`src/rtl/alu_test_driver_pkg.sv`:
```
// Shared opcode encoding, FSM state codes, default LFSR constants and the
// golden ALU model used by alu_test_driver.
package alu_test_pkg;

  localparam int ALU_MAX_W = 32;

  typedef enum logic [1:0] {
    OP_ADD = 2'd0,
    OP_SUB = 2'd1,
    OP_AND = 2'd2,
    OP_OR  = 2'd3
  } alu_op_e;

  typedef logic [1:0] state_t;
  localparam state_t ST_IDLE = 2'd0;
  localparam state_t ST_RUN  = 2'd1;
  localparam state_t ST_DONE = 2'd2;

  localparam logic [15:0] DEF_LFSR_SEED = 16'hACE1;
  localparam logic [15:0] DEF_LFSR_TAPS = 16'hB400;

  // Computed at the widest supported width; callers truncate to their width,
  // which yields the required modulo-2^W add/sub.
  function automatic logic [ALU_MAX_W-1:0] alu_expect(
    input logic [ALU_MAX_W-1:0] a,
    input logic [ALU_MAX_W-1:0] b,
    input alu_op_e              op
  );
    logic [ALU_MAX_W-1:0] y;
    case (op)
      OP_ADD:  y = a + b;
      OP_SUB:  y = a - b;
      OP_AND:  y = a & b;
      default: y = a | b;
    endcase
    return y;
  endfunction

endpackage

```
`src/rtl/alu_test_driver_if.sv`:
```
// Operand/opcode/result bundle between alu_test_driver (master) and the
// combinational ALU under test (slave).
interface alu_test_driver_if #(
  parameter int WIDTH = 8
);
  logic [WIDTH-1:0] dut_a;
  logic [WIDTH-1:0] dut_b;
  logic [1:0]       dut_opcode;
  logic [WIDTH-1:0] dut_y;
  logic             dut_zero;

  modport master (
    output dut_a,
    output dut_b,
    output dut_opcode,
    input  dut_y,
    input  dut_zero
  );

  modport slave (
    input  dut_a,
    input  dut_b,
    input  dut_opcode,
    output dut_y,
    output dut_zero
  );
endinterface

```
`src/rtl/alu_test_driver_galois_lfsr.sv`:
```
// Left-shifting Galois LFSR; data_in is folded in on each step so the same
// block serves as stimulus generator (data_in=0) and as MISR.
module galois_lfsr #(
  parameter int               WIDTH = 16,
  parameter logic [WIDTH-1:0] TAPS  = '0
) (
  input  logic             clk,
  input  logic             rst_n,
  input  logic             load,
  input  logic [WIDTH-1:0] load_val,
  input  logic             step,
  input  logic [WIDTH-1:0] data_in,
  output logic [WIDTH-1:0] state
);

  logic [WIDTH-1:0] state_q;
  logic [WIDTH-1:0] state_d;

  always_comb begin
    state_d = state_q;
    if (load) begin
      state_d = load_val;
    end else if (step) begin
      state_d = {state_q[WIDTH-2:0], 1'b0}
              ^ (state_q[WIDTH-1] ? TAPS : '0)
              ^ data_in;
    end
  end

  always_ff @(posedge clk) begin
    if (!rst_n) begin
      state_q <= '0;
    end else begin
      state_q <= state_d;
    end
  end

  assign state = state_q;

endmodule

```
`src/rtl/alu_test_driver.sv`:
```
// Stimulus/response engine for the 4-op ALU: LFSR operands, golden-model
// checking, mismatch counting and MISR signature. Optional feature macro:
// ALU_DRV_CORNER_VECTORS_EN (8 fixed corner vectors before the LFSR vectors).
module alu_test_driver
  import alu_test_pkg::*;
#(
  parameter int                 WIDTH       = 8,
  parameter int                 NUM_VECTORS = 256,
  parameter logic [2*WIDTH-1:0] LFSR_SEED   = DEF_LFSR_SEED,
  parameter logic [2*WIDTH-1:0] LFSR_TAPS   = DEF_LFSR_TAPS
) (
  input  logic                 clk,
  input  logic                 rst_n,
  input  logic                 start,
  alu_test_driver_if.master    alu,
  output logic                 busy,
  output logic                 done,
  output logic                 pass,
  output logic [15:0]          mismatch_count,
  output logic [15:0]          first_fail_idx,
  output logic [2*WIDTH-1:0]   signature
);

`ifdef ALU_DRV_CORNER_VECTORS_EN
  localparam int NUM_CORNER = 8;
`else
  localparam int NUM_CORNER = 0;
`endif
  localparam logic [15:0] LAST_IDX = 16'(NUM_VECTORS + NUM_CORNER - 1);

  state_t state_q, state_d;
  logic [15:0] idx_q, idx_d;
  logic [15:0] mm_q, mm_d;
  logic [15:0] ff_q, ff_d;

  logic               lfsr_load;
  logic               lfsr_step;
  logic               misr_load;
  logic               misr_step;
  logic [2*WIDTH-1:0] lfsr_state;
  logic [2*WIDTH-1:0] misr_state;
  logic [WIDTH-1:0]   exp_y;
  logic               exp_zero;
  logic               vec_fail;

  galois_lfsr #(
    .WIDTH (2*WIDTH),
    .TAPS  (LFSR_TAPS)
  ) u_stim_lfsr (
    .clk      (clk),
    .rst_n    (rst_n),
    .load     (lfsr_load),
    .load_val (LFSR_SEED),
    .step     (lfsr_step),
    .data_in  ('0),
    .state    (lfsr_state)
  );

  galois_lfsr #(
    .WIDTH (2*WIDTH),
    .TAPS  (LFSR_TAPS)
  ) u_misr (
    .clk      (clk),
    .rst_n    (rst_n),
    .load     (misr_load),
    .load_val ('0),
    .step     (misr_step),
    .data_in  ({{(WIDTH-1){1'b0}}, alu.dut_zero, alu.dut_y}),
    .state    (misr_state)
  );

  // Operands come straight from flops: the LFSR state (or, in the corner
  // phase, a pattern decoded from idx), and the opcode is idx's low bits.
`ifdef ALU_DRV_CORNER_VECTORS_EN
  logic in_corner;
  assign in_corner     = (idx_q < 16'(NUM_CORNER));
  assign alu.dut_a     = in_corner ? {WIDTH{idx_q[2]}} : lfsr_state[2*WIDTH-1:WIDTH];
  assign alu.dut_b     = in_corner ? {WIDTH{idx_q[2]}} : lfsr_state[WIDTH-1:0];
`else
  assign alu.dut_a     = lfsr_state[2*WIDTH-1:WIDTH];
  assign alu.dut_b     = lfsr_state[WIDTH-1:0];
`endif
  assign alu.dut_opcode = idx_q[1:0];

  assign exp_y    = WIDTH'(alu_expect(ALU_MAX_W'(alu.dut_a), ALU_MAX_W'(alu.dut_b),
                                      alu_op_e'(alu.dut_opcode)));
  assign exp_zero = (exp_y == '0);
  assign vec_fail = (alu.dut_y != exp_y) || (alu.dut_zero != exp_zero);

  always_comb begin
    state_d   = state_q;
    idx_d     = idx_q;
    mm_d      = mm_q;
    ff_d      = ff_q;
    lfsr_load = 1'b0;
    lfsr_step = 1'b0;
    misr_load = 1'b0;
    misr_step = 1'b0;
    case (state_q)
      ST_RUN: begin
        misr_step = 1'b1;
        if (vec_fail) begin
          if (mm_q != 16'hFFFF) mm_d = mm_q + 16'd1;
          if (ff_q == 16'hFFFF) ff_d = idx_q;
        end
        if (idx_q == LAST_IDX) begin
          state_d = ST_DONE;
        end else begin
          idx_d = idx_q + 16'd1;
`ifdef ALU_DRV_CORNER_VECTORS_EN
          // LFSR holds at the seed until the first LFSR vector has been used.
          lfsr_step = (idx_q >= 16'(NUM_CORNER));
`else
          lfsr_step = 1'b1;
`endif
        end
      end
      default: begin
        if (start) begin
          state_d   = ST_RUN;
          idx_d     = '0;
          mm_d      = '0;
          ff_d      = 16'hFFFF;
          lfsr_load = 1'b1;
          misr_load = 1'b1;
        end
      end
    endcase
  end

  always_ff @(posedge clk) begin
    if (!rst_n) begin
      state_q <= ST_IDLE;
      idx_q   <= '0;
      mm_q    <= '0;
      ff_q    <= 16'hFFFF;
    end else begin
      state_q <= state_d;
      idx_q   <= idx_d;
      mm_q    <= mm_d;
      ff_q    <= ff_d;
    end
  end

  assign busy           = (state_q == ST_RUN);
  assign done           = (state_q == ST_DONE);
  assign pass           = done && (mm_q == 16'd0);
  assign mismatch_count = mm_q;
  assign first_fail_idx = ff_q;
  assign signature      = misr_state;

endmodule

```
`src/flat_wrapper.sv`:
```
// flat-port wrapper written by rule: the top's interface ports become plain ports
module alu_test_driver_flat import alu_test_pkg::*;
#(
  parameter int                 WIDTH       = 8,
  parameter int                 NUM_VECTORS = 256,
  parameter logic [2*WIDTH-1:0] LFSR_SEED   = DEF_LFSR_SEED,
  parameter logic [2*WIDTH-1:0] LFSR_TAPS   = DEF_LFSR_TAPS
)
  (clk, rst_n, start, busy, done, pass, mismatch_count, first_fail_idx, signature, alu_dut_a, alu_dut_b, alu_dut_opcode, alu_dut_y, alu_dut_zero);
  alu_test_driver_if #(.WIDTH(WIDTH)) alu_i ();
  input  logic clk;
  input  logic rst_n;
  input  logic start;
  output logic busy;
  output logic done;
  output logic pass;
  output logic [15:0] mismatch_count;
  output logic [15:0] first_fail_idx;
  output logic [2*WIDTH-1:0] signature;
  output wire logic [$bits(alu_i.dut_a)-1:0] alu_dut_a;
  output wire logic [$bits(alu_i.dut_b)-1:0] alu_dut_b;
  output wire logic [$bits(alu_i.dut_opcode)-1:0] alu_dut_opcode;
  input wire logic [$bits(alu_i.dut_y)-1:0] alu_dut_y;
  input wire logic [$bits(alu_i.dut_zero)-1:0] alu_dut_zero;
  assign alu_dut_a = alu_i.dut_a;
  assign alu_dut_b = alu_i.dut_b;
  assign alu_dut_opcode = alu_i.dut_opcode;
  assign alu_i.dut_y = alu_dut_y;
  assign alu_i.dut_zero = alu_dut_zero;
  alu_test_driver #(.WIDTH(WIDTH), .NUM_VECTORS(NUM_VECTORS), .LFSR_SEED(LFSR_SEED), .LFSR_TAPS(LFSR_TAPS)) u_core (.clk(clk), .rst_n(rst_n), .start(start), .alu(alu_i), .busy(busy), .done(done), .pass(pass), .mismatch_count(mismatch_count), .first_fail_idx(first_fail_idx), .signature(signature));
endmodule
```
`config.mk`:
```
export PLATFORM = sky130hd
export DESIGN_NAME = alu_test_driver_flat
export DESIGN_NICKNAME = d
export VERILOG_FILES = /design/src/rtl/alu_test_driver_pkg.sv /design/src/rtl/alu_test_driver_if.sv /design/src/rtl/alu_test_driver_galois_lfsr.sv /design/src/rtl/alu_test_driver.sv /design/src/flat_wrapper.sv
export SDC_FILE = /design/constraint.sdc
export NUM_CORES = 1
export LEC_CHECK = 0
export CORE_MARGIN = 5
export CORE_UTILIZATION = 57
export CTS_CLUSTER_DIAMETER = 200
export DETAILED_ROUTE_END_ITERATION = 6
export PLACE_DENSITY = 0.86
export REMOVE_ABC_BUFFERS = 1
export SYNTH_ARGS = -nofsm -noshare
export SYNTH_HDL_FRONTEND = slang
export SYNTH_SLANG_ARGS = --single-unit
export TNS_END_PERCENT = 50
```
`constraint.sdc`:
```
create_clock -name clk -period 6.2 [get_ports clk]
set_input_delay 1.86 -clock clk [delete_from_list [all_inputs] [get_ports clk]]
set_output_delay 1.86 -clock clk [all_outputs]
set_load 0.02 [all_outputs]
```
==> flow_summary.json <==
{
  "run_status": "finished, final reports clean",
  "first_pass_iters": 5,
  "post_cts.repair.setup_buffers": 0,
  "worst_r2r_endpoint": "u_core.mismatch_count[7]$_SDFFE_PN0P_",
  "end_kind": "output pin",
  "combPwrFrac_pct": 25.8,
  "cp_slowest_stage_delay_ns": 0.67,
  "dieArea_um2": 9830,
  "p_sw_uw": 413,
  "clk_pin_slew_worst_paths_ns": 0.09,
  "cts-buffers-inserted": 9,
  "yosys_warns": 0,
  "core_region_um2": 7730,
  "r2r.worst_path.cells": 14,
  "post_route_cells_drive_above_1_share_pct": 4.75,
  "min_period_over_period_pct": 66.8,
  "regToRegSetupSlack_ns": 2.11,
  "ctsHtreeMaxLevel": 3,
  "hpwlAfterDp_mm": 8.36,
  "relSlewSlack_pct": 39.3,
  "drtIter0Drc": 147,
  "power.leakage_uw": 0.00207,
  "power.switching_fraction_pct": 33.1,
  "finalSetupViolCount": 0,
  "antenna_found_initial": 0,
  "critPathRequiredTime_ns": 4.34,
  "grt_overflow_total": 0,
  "post_synth_inst_count": 561,
  "critical_path_arrival_ns": 2.28,
  "synthesis.area_per_instance_um2": 8.08,
  "clock-sinks": 82,
  "num_rows": 32,
  "post-synth-top-area-fraction_pct": 36.2,
  "path_class": "reg -> out",
  "cts.hold.buffers_added": 0,
  "synth.lib_cells_used.distinct": 55,
  "area_of_the_mapped_netlist_um2": 4530,
  "floorplan.initialDensity_pct": 58.6,
  "power.clock.fraction_pct": 28.1,
  "yosysSeqAreaShare_pct": 36.2,
  "avgViaCountPerCell": 5.84,
  "worst_skew_ns": 0.0114,
  "asyncSetResetFlopFracSynth_pct": 0,
  "hold-worst-slack_ns": 0.482,
  "detail-route-antenna-nets": 0,
  "drt-wirelength-per-cell_um": 15.9,
  "cts_tree": "done",
  "peakVddDrop_v": 0.000148,
  "final-max-slew-violation-count": 0,
  "synthMostInstantiatedCell": "dfxtp_1",
  "grt_start_max_net_pins": 43,
  "worst_setup_path_start_kind": "flop",
  "die_width_um": 99.2,
  "timing.setup.tns_ns": 0,
  "n_antenna_cell": 0,
  "post_synth_most_frequent_cells": "dfxtp_1, nor2_1, nand2_1",
  "cell_with_the_biggest_individual_delay_on_the_critical_path": "clkdlybuf4s50_1",
  "timing_worst_slew_pin_value_ns": 0.903,
  "routed_wirelength_mm": 11.7,
  "routed_vias": 4278,
  "finalWeightedCongestion": 0.924,
  "hold_class": "reg -> reg",
  "critical_path.cell_chain": "nor4_1, nand4_1, nor4b_1, clkdlybuf4s50_1",
  "max_fclk_mhz": 242,
  "final-hold-violation-count": 0,
  "portion_of_total_power_attributed_to_sequential_cells_pct": 46.0,
  "groute.usage.overall_pct": 23.6,
  "cts_repair_resize_count": 0,
  "cts-root-buf": "clkbuf_8",
  "remaining_drc_errors": 0,
  "min_path_cells": 2,
  "hold-path-endpoint": "u_core.u_misr.state[14]$_SDFFE_PP0P_",
  "max_cap_viol": 0,
  "io_pins": 81,
  "final_nets": 655,
  "max-clock-path-buffers": 2,
  "first_global_vias": 3971,
  "final.min_clock_period_ns": 4.14,
  "netlist_top_cells_area": "dfxtp_1, nor2_1, xnor2_1",
  "synth.largest_area_cell": "dfxtp_1",
  "clock_insertion_delay_worst_skew_ns": 0.36,
  "worst-path-max-fanout": 6,
  "timing.hold.worst.start": "u_core.u_misr.state[13]$_SDFFE_PP0P_",
  "grt_pass1_wl_mm": 19.3,
  "internal-power_uw": 834,
  "timing.rr.start": "u_core.idx_q[1]$_SDFFE_PN0P_",
  "synth_seq_cells": 82,
  "port-buffer-count": 80,
  "floorplan.die.height_um": 99.2,
  "synth_edf_count": 0,
  "synth-main-ff-cell": "dfxtp_1",
  "flow.area_growth_from_synthesis_pct": 22.3,
  "rsz0062_at_grt": "no",
  "pwr_per_cell_area_nw_per_um2": 225
}
-- stage by stage --
stage                     instances  setup slack, ns  utilization (%)  instance area, um2  total power (uW)
final                           733             2.06             71.7                5540              1250
after global routing            733             1.87             71.7                5540              1300
after CTS                       733             2.12             71.7                5540              1250
after detailed placement        717             2.06             69.5                5370               904
after global placement          717             2.12             69.5                5370               894
after floorplan                 529             2.03                -                4400               797
-- placed cells by master, fill, tap and decap left out, types with 7 or more instances in the layout --
master           count
clkdlybuf4s50_1     80
nand4_1             12
a21oi_1             31
dfxtp_1             82
nor2_1              77
nand3_1             16
xor2_1              15
inv_1               14
nand2_1             60
ha_1                16
clkbuf_8             9
mux2i_1              7
xnor2_1             33
nor3b_1             19
o21ai_0             17
a211oi_1            17
o21ai_1             14
and3_1              17
-- flip-flops by register name, summed over array words and instances, names as in the netlist --
name,count
u_core.state_q,2
u_core.mismatch_count,16
u_core.idx_q,16
u_core.u_misr.state,16
u_core.first_fail_idx,16
u_core.u_stim_lfsr.state,16
-- critical path: cells and delay by family (launching register included) --
kind,cells,cell delay [ns]
simple gates,3,0.88
buf+inv,1,0.67
flops,1,0.38
-- power groups by stage --
stage / logic, uW / registers [uW] / clock network (uW)
2_1_floorplan: 194 / 603 / 0
3_3_place_gp: 310 / 584 / 0
3_5_place_dp: 318 / 585 / 0
4_1_cts: 320 / 573 / 354
5_1_grt: 351 / 577 / 376
6_report: 322 / 574 / 351
-- routing by layer --
metal | part of all wire [%] | track usage [%] | vias up
met3 | 5.7 | 3.65 | 19
met1 | 44 | 30.7 | 2021
met5 | 0 | 0 | -
met2 | 49 | 40.2 | 148
met4 | 1.5 | 7.67 | 0
li1 | - | - | 2090
-- worst max path at each step --
| stage | startpoint | end | slack, ns | cells past startpoint |
|---|---|---|---|---|
| global placement | alu_dut_zero | u_core.mismatch_count[5]$_SDFFE_PN0P_ | 2.12 | 8 |
| global route | u_core.idx_q[1]$_SDFFE_PN0P_ | u_core.mismatch_count[13]$_SDFFE_PN0P_ | 1.87 | 14 |
| finish | u_core.mismatch_count[10]$_SDFFE_PN0P_ | pass | 2.06 | 4 |
| detailed placement | alu_dut_zero | u_core.mismatch_count[7]$_SDFFE_PN0P_ | 2.06 | 8 |
| floorplan | u_core.idx_q[1]$_SDFFE_PN0P_ | u_core.first_fail_idx[10]$_SDFFE_PN1P_ | 2.03 | 13 |
| CTS | u_core.mismatch_count[10]$_SDFFE_PN0P_ | pass | 2.12 | 4 |
-- layout make-up --
| cell class | instances | area, um2 |
|---|---|---|
| multi-input combinational | 433 | 2700 |
| fill | 599 | 2190 |
| sequential | 82 | 1640 |
| timing repair buffer | 86 | 846 |
| clock buffer | 11 | 131 |
| tap | 102 | 128 |
| inverter | 14 | 52.6 |
| clock inverter | 5 | 41.3 |
-- cell families after synthesis --
kind of cell,count (synthesis),synth area share [%]
AO/OA/AOI/OAI,118,17.2
XOR/XNOR,48,9.28
adder cells (fa/ha/maj),17,4.86
buffers and inverters,46,4.14
flip-flops,82,36.2
multiplexers,7,1.55
AND/OR/NAND/NOR,243,26.7
No activity file was read; power rests on OpenSTA's default activity.
